`src/rtl/adc_sched_pkg.sv`:
```
// Shared types and default widths for the LTC2308 request scheduler.
package adc_sched_pkg;

   localparam int DEF_CHW = 3;
   localparam int DEF_DW  = 12;

   typedef enum logic [1:0] {
      IDLE,
      ISSUE,
      WAIT,
      RESP
   } sched_state_t;

endpackage

```
`src/rtl/rr_arbiter.sv`:
```
// Combinational round-robin picker: first set req bit at or above ptr, wrapping.
module rr_arbiter #(
   parameter int N = 4
) (
   input  logic [N-1:0]         req,
   input  logic [$clog2(N)-1:0] ptr,
   output logic [N-1:0]         win,
   output logic [$clog2(N)-1:0] idx
);

   localparam int IW = $clog2(N);

   logic          found;
   logic [IW-1:0] cand;

   // NOTE: every combinational output gets a default before the search loop, so no latch can be inferred.
   always_comb begin
      win   = '0;
      idx   = '0;
      found = 1'b0;
      cand  = '0;
      for (int i = 0; i < N; i++) begin
         cand = IW'((int'(ptr) + i) % N);
         if (!found && req[cand]) begin
            found = 1'b1;
            idx   = cand;
         end
      end
      if (found) win[idx] = 1'b1;
   end

endmodule

```
`src/rtl/adc_sched.sv`:
```
// Round-robin sharing of one ADC interface between NREQ requesters.
// Optional WAIT watchdog enabled by defining ADC_SCHED_WDOG_EN.
module adc_sched
   import adc_sched_pkg::*;
#(
   parameter int NREQ    = 4,
   parameter int CHW     = DEF_CHW,
   parameter int DW      = DEF_DW,
   parameter int TIMEOUT = 1023
) (
   input  logic              clk,
   input  logic              reset,
   input  logic [NREQ-1:0]     req,
   input  logic [NREQ*CHW-1:0] req_ch,
   output logic [NREQ-1:0]     gnt,
   output logic [NREQ-1:0]     rsp_valid,
   output logic [DW-1:0]       rsp_data,
   output logic [CHW-1:0]      rsp_ch,
   output logic                rsp_err,
   output logic                adc_start,
   output logic [CHW-1:0]      adc_ch,
   input  logic                adc_done,
   input  logic [DW-1:0]       adc_data
);

   localparam int IW = $clog2(NREQ);

   sched_state_t    state;
   logic [IW-1:0]   ptr;
   logic [IW-1:0]   win_idx;
   logic [NREQ-1:0] win_oh;
   logic [NREQ-1:0] arb_win;
   logic [IW-1:0]   arb_idx;
   logic [CHW-1:0]  win_ch;
   logic            wd_expired;

   rr_arbiter #(.N(NREQ)) u_arb (
      .req (req),
      .ptr (ptr),
      .win (arb_win),
      .idx (arb_idx)
   );

   always_comb begin
      win_ch = '0;
      for (int i = 0; i < NREQ; i++) begin
         if (arb_win[i]) win_ch = req_ch[i*CHW +: CHW];
      end
   end

`ifdef ADC_SCHED_WDOG_EN
   localparam int TW = $clog2(TIMEOUT + 1);

   logic [TW-1:0] wd_cnt;

   // Counts WAIT cycles from 0; parks at TIMEOUT until the FSM leaves WAIT.
   always_ff @(posedge clk or posedge reset) begin
      if (reset) begin
         wd_cnt <= '0;
      end else if (state != WAIT) begin
         wd_cnt <= '0;
      end else if (!wd_expired) begin
         wd_cnt <= wd_cnt + 1'b1;
      end
   end

   assign wd_expired = (wd_cnt == TW'(TIMEOUT));
`else
   logic unused_timeout;

   assign unused_timeout = (TIMEOUT != 0);
   assign wd_expired     = 1'b0;
`endif

   // NOTE: sequential state uses non-blocking assignments so every register samples pre-edge values.
   // NOTE: the async reset clears every output and the latched winner, discarding any in-flight conversion.
   always_ff @(posedge clk or posedge reset) begin
      if (reset) begin
         state     <= IDLE;
         ptr       <= '0;
         win_idx   <= '0;
         win_oh    <= '0;
         gnt       <= '0;
         rsp_valid <= '0;
         rsp_data  <= '0;
         rsp_ch    <= '0;
         rsp_err   <= 1'b0;
         adc_start <= 1'b0;
         adc_ch    <= '0;
      end else begin
         gnt       <= '0;
         adc_start <= 1'b0;
         rsp_valid <= '0;
         unique case (state)
            IDLE: begin
               if (|req) begin
                  win_idx   <= arb_idx;
                  win_oh    <= arb_win;
                  adc_ch    <= win_ch;
                  gnt       <= arb_win;
                  adc_start <= 1'b1;
                  state     <= ISSUE;
               end
            end
            ISSUE: state <= WAIT;
            WAIT: begin
               // A completion on the expiry cycle takes priority over the timeout.
               if (adc_done) begin
                  rsp_data  <= adc_data;
                  rsp_ch    <= adc_ch;
                  rsp_err   <= 1'b0;
                  rsp_valid <= win_oh;
                  state     <= RESP;
               end else if (wd_expired) begin
                  rsp_data  <= '0;
                  rsp_ch    <= adc_ch;
                  rsp_err   <= 1'b1;
                  rsp_valid <= win_oh;
                  state     <= RESP;
               end
            end
            RESP: begin
               ptr   <= (win_idx == IW'(NREQ - 1)) ? '0 : win_idx + 1'b1;
               state <= IDLE;
            end
            default: state <= IDLE;
         endcase
      end
   end

endmodule

```
`config.mk`:
```
export PLATFORM = sky130hd
export DESIGN_NAME = adc_sched
export DESIGN_NICKNAME = d
export VERILOG_FILES = /design/src/rtl/adc_sched_pkg.sv /design/src/rtl/rr_arbiter.sv /design/src/rtl/adc_sched.sv
export SDC_FILE = /design/constraint.sdc
export NUM_CORES = 1
export LEC_CHECK = 0
export BUFFER_PORTS_ARGS = -buffer_cell sky130_fd_sc_hd__buf_4
export CAP_MARGIN = 20
export CORE_ASPECT_RATIO = 1.4
export CORE_MARGIN = 4
export CORE_UTILIZATION = 52
export CTS_CLUSTER_SIZE = 28
export DETAILED_ROUTE_END_ITERATION = 7
export PLACE_DENSITY = 0.83
export SLEW_MARGIN = 25
export SYNTH_ARGS = -nofsm -noshare
export SYNTH_HDL_FRONTEND = slang
export SYNTH_SLANG_ARGS = --single-unit
```
`constraint.sdc`:
```
create_clock -name clk -period 3.07 [get_ports clk]
set_clock_uncertainty 0.1 [all_clocks]
set_input_delay 0.614 -clock clk [delete_from_list [all_inputs] [get_ports clk]]
set_output_delay 0.614 -clock clk [all_outputs]
set_load 0.02 [all_outputs]
```
==> summary.md <==
| Metric | Value |
|---|---|
| Outcome | `finished, final reports clean` |
| Vias in the first global route | `approximately 1300` |
| Sequential share of the synthesized area | `a little under three fifths` |
| Adder-cell share of the synthesized area | `3.03%` |
| First-pass iteration count of the detailed router | `4` |
| CTS buffer count | `5` |
| Slew HR | `61.4%` |
| FP Rows | `23` |
| Actual slew at the worst max-slew pin | `578 ps` |
| # diodes | `0` |
| Top cells by area, synth | `dfrtp_1 (56%), mux2_2 (11%), a2111oi_4 (5.0%)` |
| Total GRT Usage | `between 10% and 20%` |
| Die ar. | `4150 µm²` |
| DIE WIDTH | `55.6 µm` |
| Clk pin slew, worst setup/hold paths | `70 ps` |
| Final #Nets | `around 220` |
| Crit-path max FO | `10` |
| CP Launch Type | `input pin` |
| First-pass GRT wire length | `5.99 mm` |
| Synth Instances | `124` |
| Final Max Tran Viols | `0` |
| Clk root buf | `clkbuf_8` |
| Compound-cell area share of the yosys netlist | `13.8%` |
| Largest family of logic cells by synthesized area | `compound AO/OA/AOI/OAI gates` |
| Max cap viols | `0` |
| Number of synthesized register bits | `37` |
| Largest net degree at the start of global routing | `38` |
| Post-DP Area | `2110 µm²` |
| Area Overhead vs Synth | `32.4%` |
| Post-layout worst setup margin | `1020 ps` |
| Post-cts hold buffer count | `0` |
| Total grt overflow | `0` |
| Fraction of layout cells with a size suffix above 1 | `50.8%` |
| IO Count | `59` |
| Crit path cell chain | `buf_4 > nor4_1 > nand2b_1 > buf_4 > inv_1 > and2_4 > a211oi_2` |
| CTS Buffer Depth | `2` |
| Final WL | `3.56 mm` |
| CTS HTree Levels | `2` |
| Drt drc | `0` |
| Cell Pwr Density | `994 nW/µm²` |
| Top FF cell, synth | `dfrtp_1` |
| Setup bufs post-CTS | `0` |
| Port Buf Inserts | `57` |
| Worst Setup End Kind | `flip-flop` |
| Cell area after layout | `around 2200 µm²` |
| Worst EP required | `~3200 ps` |
| DR iter-0 viols | `25` |
| Post_cts resized | `0` |
| Synthesized area per cell | `13.3 µm²` |
| FFs w/ async S/R, synth | `100%` |
| Yosys cell types | `31` |
| EDFF count, synth | `0` |
| Vias | `around 1200` |
| RSZ-0062 raised after global routing | `false` |
| Initial antenna violation count | `0` |
| Final Hold Vio Count | `0` |
| Post-synth top area cell | `dfrtp_1` |
| Final TNS setup | `0 ps` |
| Min Clock Period, post-route | `a little over 2000 ps` |
| Final Cycle Share | `66.7%` |
| Multiplexer share of the synthesized area | `13.4%` |
| Initial core utilization | `a little under three fifths` |
| Vias/cell | `5.45` |
| Post-Synth XOR/XNOR Area | `0%` |
| Leakage | `1.09 nW` |
| Core ar. | `2960 µm²` |
| Pre-CTS setup slack | `~700 ps` |
| Post-Synthesis Net Count | `159` |
| Clk sinks | `37` |
| Synth top area share | `56.1%` |
| Worst path max stage delay | `420 ps` |
| Synth warnings | `0` |
| Cell Area, Synth | `1650 µm²` |
| Worst hold path type | `input pin to asynchronous set/reset pin` |
| Maximum vdd ir drop | `670 µV` |
| Hpwl dp | `2.82 mm` |
| CP arrival | `2140 ps` |
| Die Ht | `about 75 µm` |
| Crit Path Category | `input pin to flip-flop` |
| CP most frequent cell | `buf_4` |
| DRT antenna net count | `0` |
| CP max-delay cell | `nor4_1` |
| Reg2reg setup slack | `1240 ps` |
| Max Clk Rate | `~0.49 GHz` |
| Routability cong. | `0.802` |
| Post-Synth Simple-Gate Area | `10.3%` |
| Wirelength per Cell | `approximately 16 µm` |
| Setup Viol. Count Final | `0` |
| Clk Latency, worst-skew pair | `280 ps` |
| CTS tree | `done` |
[state kept, by name (all words and copies together) (netlist names)]
register   flops
rsp_data      12
gnt            4
rsp_valid      4
win_oh         4
adc_ch         3
rsp_ch         3
ptr            2
state          2
win_idx        2
adc_start      1
[critical path, delay by kind of cell]
kind                   cells  cell delay [ps]
and+or+nand+nor            3              830
buffers and inverters      3              480
AOI/OAI and AO/OA          1              210
[kinds of logic after synthesis]
logic type | after synthesis
compound gates | 21
simple gates | 31
flops | 37
fa+ha+maj | 4
other cells | 1
mux | 20
buf+inv | 10
[power breakdown]
group	internal [mW]	switching, mW
sequential	0.696	0.123
clock	0.149	0.154
combinational	0.488	0.560
total	1.33	0.838
[routing by layer]
layer / vias to the layer above / share of wire (%) / track usage, %
met5: - / 0 / 0
met1: 593 / 35 / 20.5
met4: 0 / 2.1 / 7.03
li1: 554 / - / -
met2: 55 / 55 / 35.1
met3: 8 / 7.9 / 5.49
[area by class of cell]
type                       instances  area [µm²]
timing repair buffer              59         443
inverter                           6        22.5
fill                             203         781
sequential                        37         926
clock inverter                     1        5.00
tap                               37        46.3
multi-input combinational         77         672
clock buffer                       5        68.8
[metrics by stage]
stage	utilization [%]	total power, mW	cells	hold slack (ps)
floorplan	-	1.49	124	341
global placement	71.2	1.83	216	363
detailed placement	71.2	1.89	216	376
CTS	73.7	2.19	222	360
global route	73.7	2.32	222	387
finish	73.7	2.17	222	345
[cells in the mapped netlist (2+ instances only)]
master / count
buf_2: 2
nor2_1: 6
nand2_1: 8
a211oi_2: 3
nor3b_1: 3
and3_1: 4
nor3_1: 2
o21ai_0: 4
a2111oi_4: 3
inv_1: 6
a21oi_1: 3
mux2i_1: 4
ha_1: 4
dfrtp_1: 37
a21o_1: 3
nor2_2: 2
mux2_2: 16
[worst paths after layout]
kind | from | to | depth (start not counted)
worst min register to register | win_oh[3] | win_oh[3] | 1
min in group clk | win_oh[3] | win_oh[3] | 1
worst min-delay path | reset | rsp_data[1] | 3
worst max register to register | ptr[1] | adc_ch[1] | 5
max in group asynchronous | reset | rsp_data[6] | 3
worst max-delay path | req[2] | adc_ch[1] | 7
[cells in the final DEF (no fill, tap or decap), drive strengths merged, types with 2 or more instances in the layout]
cell type	count
inv	6
clkbuf	5
a21oi	3
nor2	8
mux2	16
nor3	2
buf	59
ha	4
nor3b	3
and3	5
a2111oi	3
a21o	3
dfrtp	37
a211oi	3
nand2	8
mux2i	4
o21ai	5
(Power assumes the default switching activity.)
